<file path="config.mk">
export PLATFORM = sky130hd
export DESIGN_NAME = background_fade_ctrl
export DESIGN_NICKNAME = d
export VERILOG_FILES = /design/src/rtl/bg_fade_pkg.sv /design/src/rtl/bg_color_scale.sv /design/src/rtl/background_fade_ctrl.sv
export SDC_FILE = /design/constraint.sdc
export NUM_CORES = 1
export LEC_CHECK = 0
export BUFFER_PORTS_ARGS = -buffer_cell sky130_fd_sc_hd__clkbuf_2
export CAP_MARGIN = 0
export CORE_UTILIZATION = 39
export DETAILED_ROUTE_END_ITERATION = 12
export PLACE_DENSITY = 0.55
export SYNTH_ARGS = -nofsm -noshare
export SYNTH_HDL_FRONTEND = slang
export SYNTH_SLANG_ARGS = --single-unit
export TNS_END_PERCENT = 100
</file>
<file path="constraint.sdc">
create_clock -name clk -period 4.6 [get_ports clk]
set_clock_uncertainty 0.05 [all_clocks]
set_input_delay 0.46 -clock clk [delete_from_list [all_inputs] [get_ports clk]]
set_output_delay 0.46 -clock clk [all_outputs]
set_load 0.005 [all_outputs]
</file>
<file path="src/rtl/bg_fade_pkg.sv">
// Shared types and constants for the background brightness fader.
package bg_fade_pkg;

   localparam int BRIGHT_W = 5;
   localparam int COLOR_W  = 4;
   localparam logic [BRIGHT_W-1:0] BRIGHT_FULL = 5'd16;

   typedef enum logic [1:0] {
      IDLE,
      FADE_OUT,
      FADE_IN,
      FLASH
   } fade_state_t;

   typedef enum logic [1:0] {
      OP_FADE_OUT  = 2'd0,
      OP_FADE_IN   = 2'd1,
      OP_FLASH     = 2'd2,
      OP_SNAP_FULL = 2'd3
   } fade_op_t;

endpackage

</file>
<file path="src/rtl/bg_color_scale.sv">
// One colour channel scaled by brightness/16; 16 leaves the colour unchanged.
module bg_color_scale
   import bg_fade_pkg::*;
(
   input  logic [COLOR_W-1:0]  color,
   input  logic [BRIGHT_W-1:0] bright,
   output logic [COLOR_W-1:0]  scaled
);

   always_comb begin
      scaled = COLOR_W'((8'(color) * 8'(bright)) >> 4);
   end

endmodule

</file>
<file path="src/rtl/background_fade_ctrl.sv">
// Frame-synchronous brightness sequencer (fade out/in, flash, snap) feeding
// a one-stage registered RGB scaling path.
module background_fade_ctrl
   import bg_fade_pkg::*;
#(
   parameter int FRAMES_PER_STEP = 4,
   parameter int FLASH_TOGGLES   = 8,
   parameter int FLASH_DIM       = 8
) (
   input  logic                clk,
   input  logic                rst_n,
   input  logic                frame_start,
   input  logic                cmd_valid,
   output logic                cmd_ready,
   input  logic [1:0]          cmd_op,
   input  logic                pix_valid_in,
   input  logic [COLOR_W-1:0]  red_in,
   input  logic [COLOR_W-1:0]  green_in,
   input  logic [COLOR_W-1:0]  blue_in,
   output logic                pix_valid_out,
   output logic [COLOR_W-1:0]  red_out,
   output logic [COLOR_W-1:0]  green_out,
   output logic [COLOR_W-1:0]  blue_out,
   output logic [BRIGHT_W-1:0] brightness,
   output logic                busy,
   output logic                done
);

   localparam int FCW = (FRAMES_PER_STEP > 1) ? $clog2(FRAMES_PER_STEP) : 1;
   localparam int TCW = $clog2(FLASH_TOGGLES + 1);
   localparam logic [FCW-1:0]      FRAME_LAST = FCW'(FRAMES_PER_STEP - 1);
   localparam logic [TCW-1:0]      TOG_LAST   = TCW'(FLASH_TOGGLES - 1);
   localparam logic [BRIGHT_W-1:0] DIM        = BRIGHT_W'(FLASH_DIM);

   fade_state_t         state_q, state_d;
   logic [BRIGHT_W-1:0] bright_q, bright_d;
   logic [FCW-1:0]      frame_q, frame_d;
   logic [TCW-1:0]      tog_q, tog_d;
   logic                done_d, step_tick;
   fade_op_t            op;
   logic [COLOR_W-1:0]  red_s, green_s, blue_s;

   assign op         = fade_op_t'(cmd_op);
   assign cmd_ready  = (state_q == IDLE);
   assign busy       = (state_q != IDLE);
   assign brightness = bright_q;

   always_ff @(posedge clk or negedge rst_n) begin
      if (!rst_n) begin
         state_q  <= IDLE;
         bright_q <= BRIGHT_FULL;
         frame_q  <= '0;
         tog_q    <= '0;
         done     <= 1'b0;
      end else begin
         state_q  <= state_d;
         bright_q <= bright_d;
         frame_q  <= frame_d;
         tog_q    <= tog_d;
         done     <= done_d;
      end
   end

   always_comb begin
      state_d   = state_q;
      bright_d  = bright_q;
      frame_d   = frame_q;
      tog_d     = tog_q;
      done_d    = 1'b0;
      step_tick = 1'b0;

      // Frames only count once a command is running, so a frame_start
      // coinciding with acceptance is never part of the first step.
      if (state_q != IDLE && frame_start) begin
         if (frame_q == FRAME_LAST) begin
            frame_d   = '0;
            step_tick = 1'b1;
         end else begin
            frame_d = frame_q + 1'b1;
         end
      end

      case (state_q)
         IDLE: begin
            if (cmd_valid) begin
               frame_d = '0;
               tog_d   = '0;
               case (op)
                  OP_FADE_OUT: state_d = FADE_OUT;
                  OP_FADE_IN:  state_d = FADE_IN;
                  OP_FLASH: begin
                     state_d  = FLASH;
                     bright_d = BRIGHT_FULL;
                  end
                  default: begin
                     bright_d = BRIGHT_FULL;
                     done_d   = 1'b1;
                  end
               endcase
            end
         end
         FADE_OUT: begin
            if (step_tick) begin
               if (bright_q != '0) bright_d = bright_q - 1'b1;
               if (bright_q <= 5'd1) begin
                  state_d = IDLE;
                  done_d  = 1'b1;
               end
            end
         end
         FADE_IN: begin
            if (step_tick) begin
               if (bright_q < BRIGHT_FULL) bright_d = bright_q + 1'b1;
               if (bright_q >= BRIGHT_FULL - 5'd1) begin
                  state_d = IDLE;
                  done_d  = 1'b1;
               end
            end
         end
         FLASH: begin
            if (step_tick) begin
               bright_d = (bright_q == BRIGHT_FULL) ? DIM : BRIGHT_FULL;
               tog_d    = tog_q + 1'b1;
               if (tog_q == TOG_LAST) begin
                  state_d  = IDLE;
                  bright_d = BRIGHT_FULL;
                  done_d   = 1'b1;
               end
            end
         end
         default: state_d = IDLE;
      endcase
   end

   bg_color_scale u_scale_r (.color(red_in),   .bright(bright_q), .scaled(red_s));
   bg_color_scale u_scale_g (.color(green_in), .bright(bright_q), .scaled(green_s));
   bg_color_scale u_scale_b (.color(blue_in),  .bright(bright_q), .scaled(blue_s));

   always_ff @(posedge clk or negedge rst_n) begin
      if (!rst_n) begin
         pix_valid_out <= 1'b0;
         red_out       <= '0;
         green_out     <= '0;
         blue_out      <= '0;
      end else begin
         pix_valid_out <= pix_valid_in;
         red_out       <= pix_valid_in ? red_s   : '0;
         green_out     <= pix_valid_in ? green_s : '0;
         blue_out      <= pix_valid_in ? blue_s  : '0;
      end
   end

endmodule

</file>
-- After elaboration in Yosys (flattened, before gate mapping)
Index checks and enable logic that the tools add are counted.
- output and inout bits: 21
- input port bits: 19
- register bits after elaboration: 27
- logic and storage cells: 89
- $add $sub $neg: 4
- equal/unequal tests: 19
- reduce and logical (&&, ||, !) cells: 11
- muxes and demuxes: 40
- multipliers: 3
- order comparisons: 3
- operator list (kind ; number):
    $mux W5 ; 9
    $mul A4 B5 Y8 ; 3
    $mux W2 ; 11
    $mux W4 ; 5
    $ne A2 B2 Y1 const B ; 10
    $pmux W5 S4 ; 1
    $mux W1 ; 10
    $eq A2 B2 Y1 const B ; 4
    $pmux W2 S4 ; 1
    $pmux W4 S2 ; 1
    $reduce_and A8 Y1 ; 1
    $reduce_and A7 Y1 ; 1
    $pmux W2 S3 ; 1
    $add A5 B1 Y5 const B ; 1
    $eq A5 B5 Y1 const B ; 1
    $ge A5 B4 Y1 const B ; 1
    $le A5 B1 Y1 const B ; 1
    $lt A5 B5 Y1 const B ; 1
    $reduce_bool A5 Y1 ; 1
    $sub A5 B1 Y5 const B ; 1
    $add A4 B1 Y4 const B ; 1
    $eq A2 B1 Y1 const B ; 2
    $eq A4 B3 Y1 const B ; 1
    $logic_not A2 Y1 ; 2
    8 further kinds ; 9

-- Depth between registers and ports, before layout
- depth in word-level cells: 5
- mapped depth: 12
- mapped depth without buffers: 10

-- Cells and area by module
A second synthesis with hierarchy kept.
- cells, all modules: 313
- area total of the unflattened synthesis: 2970.3 µm²
- by module, submodules not included (module ; cells an instance ; area each (µm²) ; instances ; sequential area each (µm²)):
    background_fade_ctrl ; 148 ; 1559.0 ; 1 ; 676.9
    bg_color_scale ; 55 ; 470.5 ; 3 ; 0.0

-- Worst setup path after synthesis
Ideal clock, no wire load.
- kind: reg-to-reg
- start point: reg bright_q[1] (netlist: brightness[1])
- end point: reg red_out[3]
- period minus slack after synthesis: 3302 ps
- library setup time: 78 ps
- required time: 4472 ps
- data arrival time: 3174 ps
- setup slack: 1298 ps
- path buffers: 2
- stages on the path, launching flop included: 13
- path through: dfrtp_1 -> clkbuf_1 -> clkbuf_1 -> and2_1 -> fa_1 -> inv_1 -> fa_1 -> inv_1 -> ha_1 -> nand4_1 -> o2111ai_1 -> a2111oi_0 -> o21bai_1
- word-level cells in the longest chain between the ends: 2
- ends and longest elaborated chain (what ; line ; source):
    from (decl) ; background_fade_ctrl.sv:36 ; logic [BRIGHT_W-1:0] bright_q, bright_d;
    from (signal assigned) ; background_fade_ctrl.sv:57 ; bright_q <= bright_d;
    $mul A4 B5 Y8 ; bg_color_scale.sv:11 ; scaled = COLOR_W'((8'(color) * 8'(bright)) >> 4);
    $mux W4 ; background_fade_ctrl.sv:147 ; red_out <= pix_valid_in ? red_s : '0;
    to (signal assigned) ; background_fade_ctrl.sv:147 ;
    to (decl) ; background_fade_ctrl.sv:21 ; output logic [COLOR_W-1:0] red_out,
No other way between the ends.
A chain may end at the register's enable or synchronous reset.

-- Final worst setup path
- start point: reg bright_q[1] (netlist: brightness[1])
- end point: reg green_out[3]
- word-level cells in the longest chain between the ends: 2
- ends and longest elaborated chain (what ; line ; source):
    $mul A4 B5 Y8 ; bg_color_scale.sv:11 ;
    $mux W4 ; background_fade_ctrl.sv:148 ; green_out <= pix_valid_in ? green_s : '0;
    to (signal assigned) ; background_fade_ctrl.sv:148 ;
    to (decl) ; background_fade_ctrl.sv:22 ; output logic [COLOR_W-1:0] green_out,
No other way between the ends.

==> out/qor.txt <==
initial antenna violation count = 0
Mean Syn Cell Area = 9.16 um2
clock sinks = 27
Final Hold Viols = 0
Core Area = 6830 um2
Slew Limit Fails = 0
Nets = 407
DR vias = 2203
hold_ws = 161 ps
GRT overflow = 0
Fmax = 289 MHz
DRT Pass-1 Iters = 4
post-synth top area cell = dfrtp_1
critical path's largest stage delay = 640 ps
Slew HR = 0.524
total wire length = 5990 um
die span in x = 86.4 um
min Tclk post-route = 3470 ps
Post-synth EDFFs = 0
Synth async-reset ratio = 1.00
RSZ-0062 raised after global routing = false
top cells by area, synth = dfrtp_1, ha_1, fa_1
LEAKAGE = 1.51 nW
syn nets = 375
WP data required = 4760 ps
post-CTS setup buffers = 0
Placer Congestion = 0.790
root buffer cell = clkbuf_8
maxcap violations = 0
worst-margin pin slew = 714 ps
Total Power = 0.00172 W
most common library cells after synthesis = ha_1, nand2_1, and2_1
share of the synthesized area in the top cell type = 0.234
Setup TNS = 0 ps
crit path to = green_out[3]$_DFF_PN0_
I/O pins = 40
outcome = finished, final reports clean
Initial DRC Count = 72
Starting Density = 0.406
R2R depth = 10
clock slew at reported path FFs = 100 ps
cts bufs inserted = 3
Top FF cell, synth = dfrtp_1
worst-skew pair later-pin latency = 280 ps
worst hold path type = primary input to asynchronous set/reset pin
area growth from synthesis to layout = 11.2%
CP startpoint = brightness[1]$_DFFE_PN0P_
first-pass GRT wire length = 10200 um
ant diodes = 0
fraction of layout cells with a size suffix above 1 = 0.168
Row Count = 30
hold_buf cts = 0
crit path DAT = 3630 ps
synthesized area = 2780 um2
Placement Setup Slack = 1150 ps
Crit path depth = 10
Max FO, Critical Path = 20
yosys warns = 0
crit-path leading delay family = adder cells
Final period util = 0.753
routed wire length per instance = 13.9 um
setup slack after layout = 1130 ps
ordered cell list for the critical path = and2_1, fa_1, inv_1, fa_1, inv_1, ha_1, nand4_1, o2111ai_1, a2111oi_0, o21bai_1
R2R Setup Slk = 1130 ps
DRC Markers = 0
clk buf depth = 2
largest net degree at the start of global routing = 28
Startpoint Class = flip-flop
worst r2r src = brightness[1]$_DFFE_PN0P_
Pwr per Cell Area = 558 nW/um2
Distinct cells, synth = 53
vias in the first global route = 2213
Worst R2R End = green_out[3]$_DFF_PN0_
most common cell in the netlist = ha_1
WS Path Type = flip-flop to flip-flop
Port Buffers = 39
Seq/Total Area, Yosys = 0.244
slowest CP cell = dfrtp_1
CTS tree = built
Detail Route Antenna Nets = 0
Filler Cells Inserted = 719
endpoints failing setup = 0
endpoint class of the critical path = flip-flop
GR Util All Layers = 0.174
die area = 7460 um2
# resized after CTS = 0
Max rail drop VDD = 218 uV
Die Y = 86.4 um
CP Buf/Inv Count = 2
Mapped Cells = 303
#FFs+latches synth = 27
H-tree depth = 1
vias per inst = 5.12
detailed placer's ending HPWL = 4520 um
## cell usage in the layout (no fill, tap or decap), types with 2 or more instances in the layout
cell type / count
clkbuf_2: 39
ha_1: 38
nand2_1: 37
and2_1: 28
inv_1: 27
dfrtp_1: 26
fa_1: 15
nor2_1: 14
xnor2_1: 12
nand4_1: 8
a21oi_1: 8
nor3_1: 7
o21bai_1: 6
a211oi_1: 4
o21ai_0: 4
a22o_1: 3
nand3_1: 3
o2111ai_1: 3
o211ai_1: 3
a2111oi_0: 3
o31ai_1: 3
or3_1: 3
clkbuf_8: 3
o2bb2ai_1: 2
nand2b_1: 2
o41ai_1: 2
o22ai_1: 2
xor2_1: 2
mux2_4: 2
## power by group
part	switching [W]	internal (W)	total, W	leakage (nW)
combinational	0.000591	0.000523	0.00111	1.14
clock	0.0000835	0.0000610	0.000145	0.0255
sequential	0.000144	0.000318	0.000462	0.344
total	0.000819	0.000902	0.00172	1.51
## metal layers
layer / vias up / share of wire / GRT usage
met3: 5 / 0.021 / 0.0152
met2: 33 / 0.45 / 0.299
met4: 0 / 0.012 / 0.0515
met5: - / 0 / 0
li1: 1110 / - / -
met1: 1055 / 0.52 / 0.232
## cell families after synthesis
| family | synth area share |
|---|---|
| and+or+nand+nor | 0.222 |
| adders and majority gates | 0.280 |
| AOI/OAI and AO/OA | 0.137 |
| buffers and inverters | 0.0586 |
| DFF | 0.244 |
| xor gates and xnor gates | 0.0442 |
| muxes | 0.0149 |
## final cells by class
type / instances / area [um2] / area share
clock buffer: 3 / 41.3 / 0.0134
multi-input combinational: 235 / 1940 / 0.627
inverter: 28 / 105 / 0.0340
clock inverter: 1 / 5.00 / 0.00162
tap: 96 / 120 / 0.0389
sequential: 27 / 677 / 0.219
timing repair buffer: 40 / 203 / 0.0657
## how the worst min path moves through the flow
stage / depth (start not counted) / start / end
2_1_floorplan: 0 / rst_n / blue_out[0]$_DFF_PN0_
3_3_place_gp: 1 / frame_q[1]$_DFF_PN0_ / frame_q[1]$_DFF_PN0_
3_5_place_dp: 1 / frame_q[1]$_DFF_PN0_ / frame_q[1]$_DFF_PN0_
4_1_cts: 1 / rst_n / frame_q[0]$_DFF_PN0_
5_1_grt: 1 / rst_n / frame_q[0]$_DFF_PN0_
6_report: 1 / rst_n / frame_q[0]$_DFF_PN0_
## sequential cells by signal (all words and copies together), names as in the netlist
| name | flops |
|---|---|
| tog_q | 4 |
| done | 1 |
| state_q | 2 |
| brightness | 5 |
| pix_valid_out | 1 |
| blue_out | 4 |
| green_out | 4 |
| red_out | 4 |
| frame_q | 2 |
## per-stage QoR
stage                     instance area [um2]  instances   util
after floorplan                          2780        303      -
after global placement                   3040        426  0.445
after detailed placement                 3040        426  0.445
after CTS                                3090        430  0.452
after global routing                     3090        430  0.452
final                                    3090        430  0.452
## worst reg2reg max path: cells and delay by family, from the launching register on
family / cells / cell delay [ps]
adder cells (fa/ha/maj): 3 / 1400
AO/OA/AOI/OAI: 3 / 780
AND/OR/NAND/NOR: 2 / 440
flip-flops: 1 / 640
buffers and inverters: 2 / 100
Note: power is estimated with default switching activity, not from simulation.
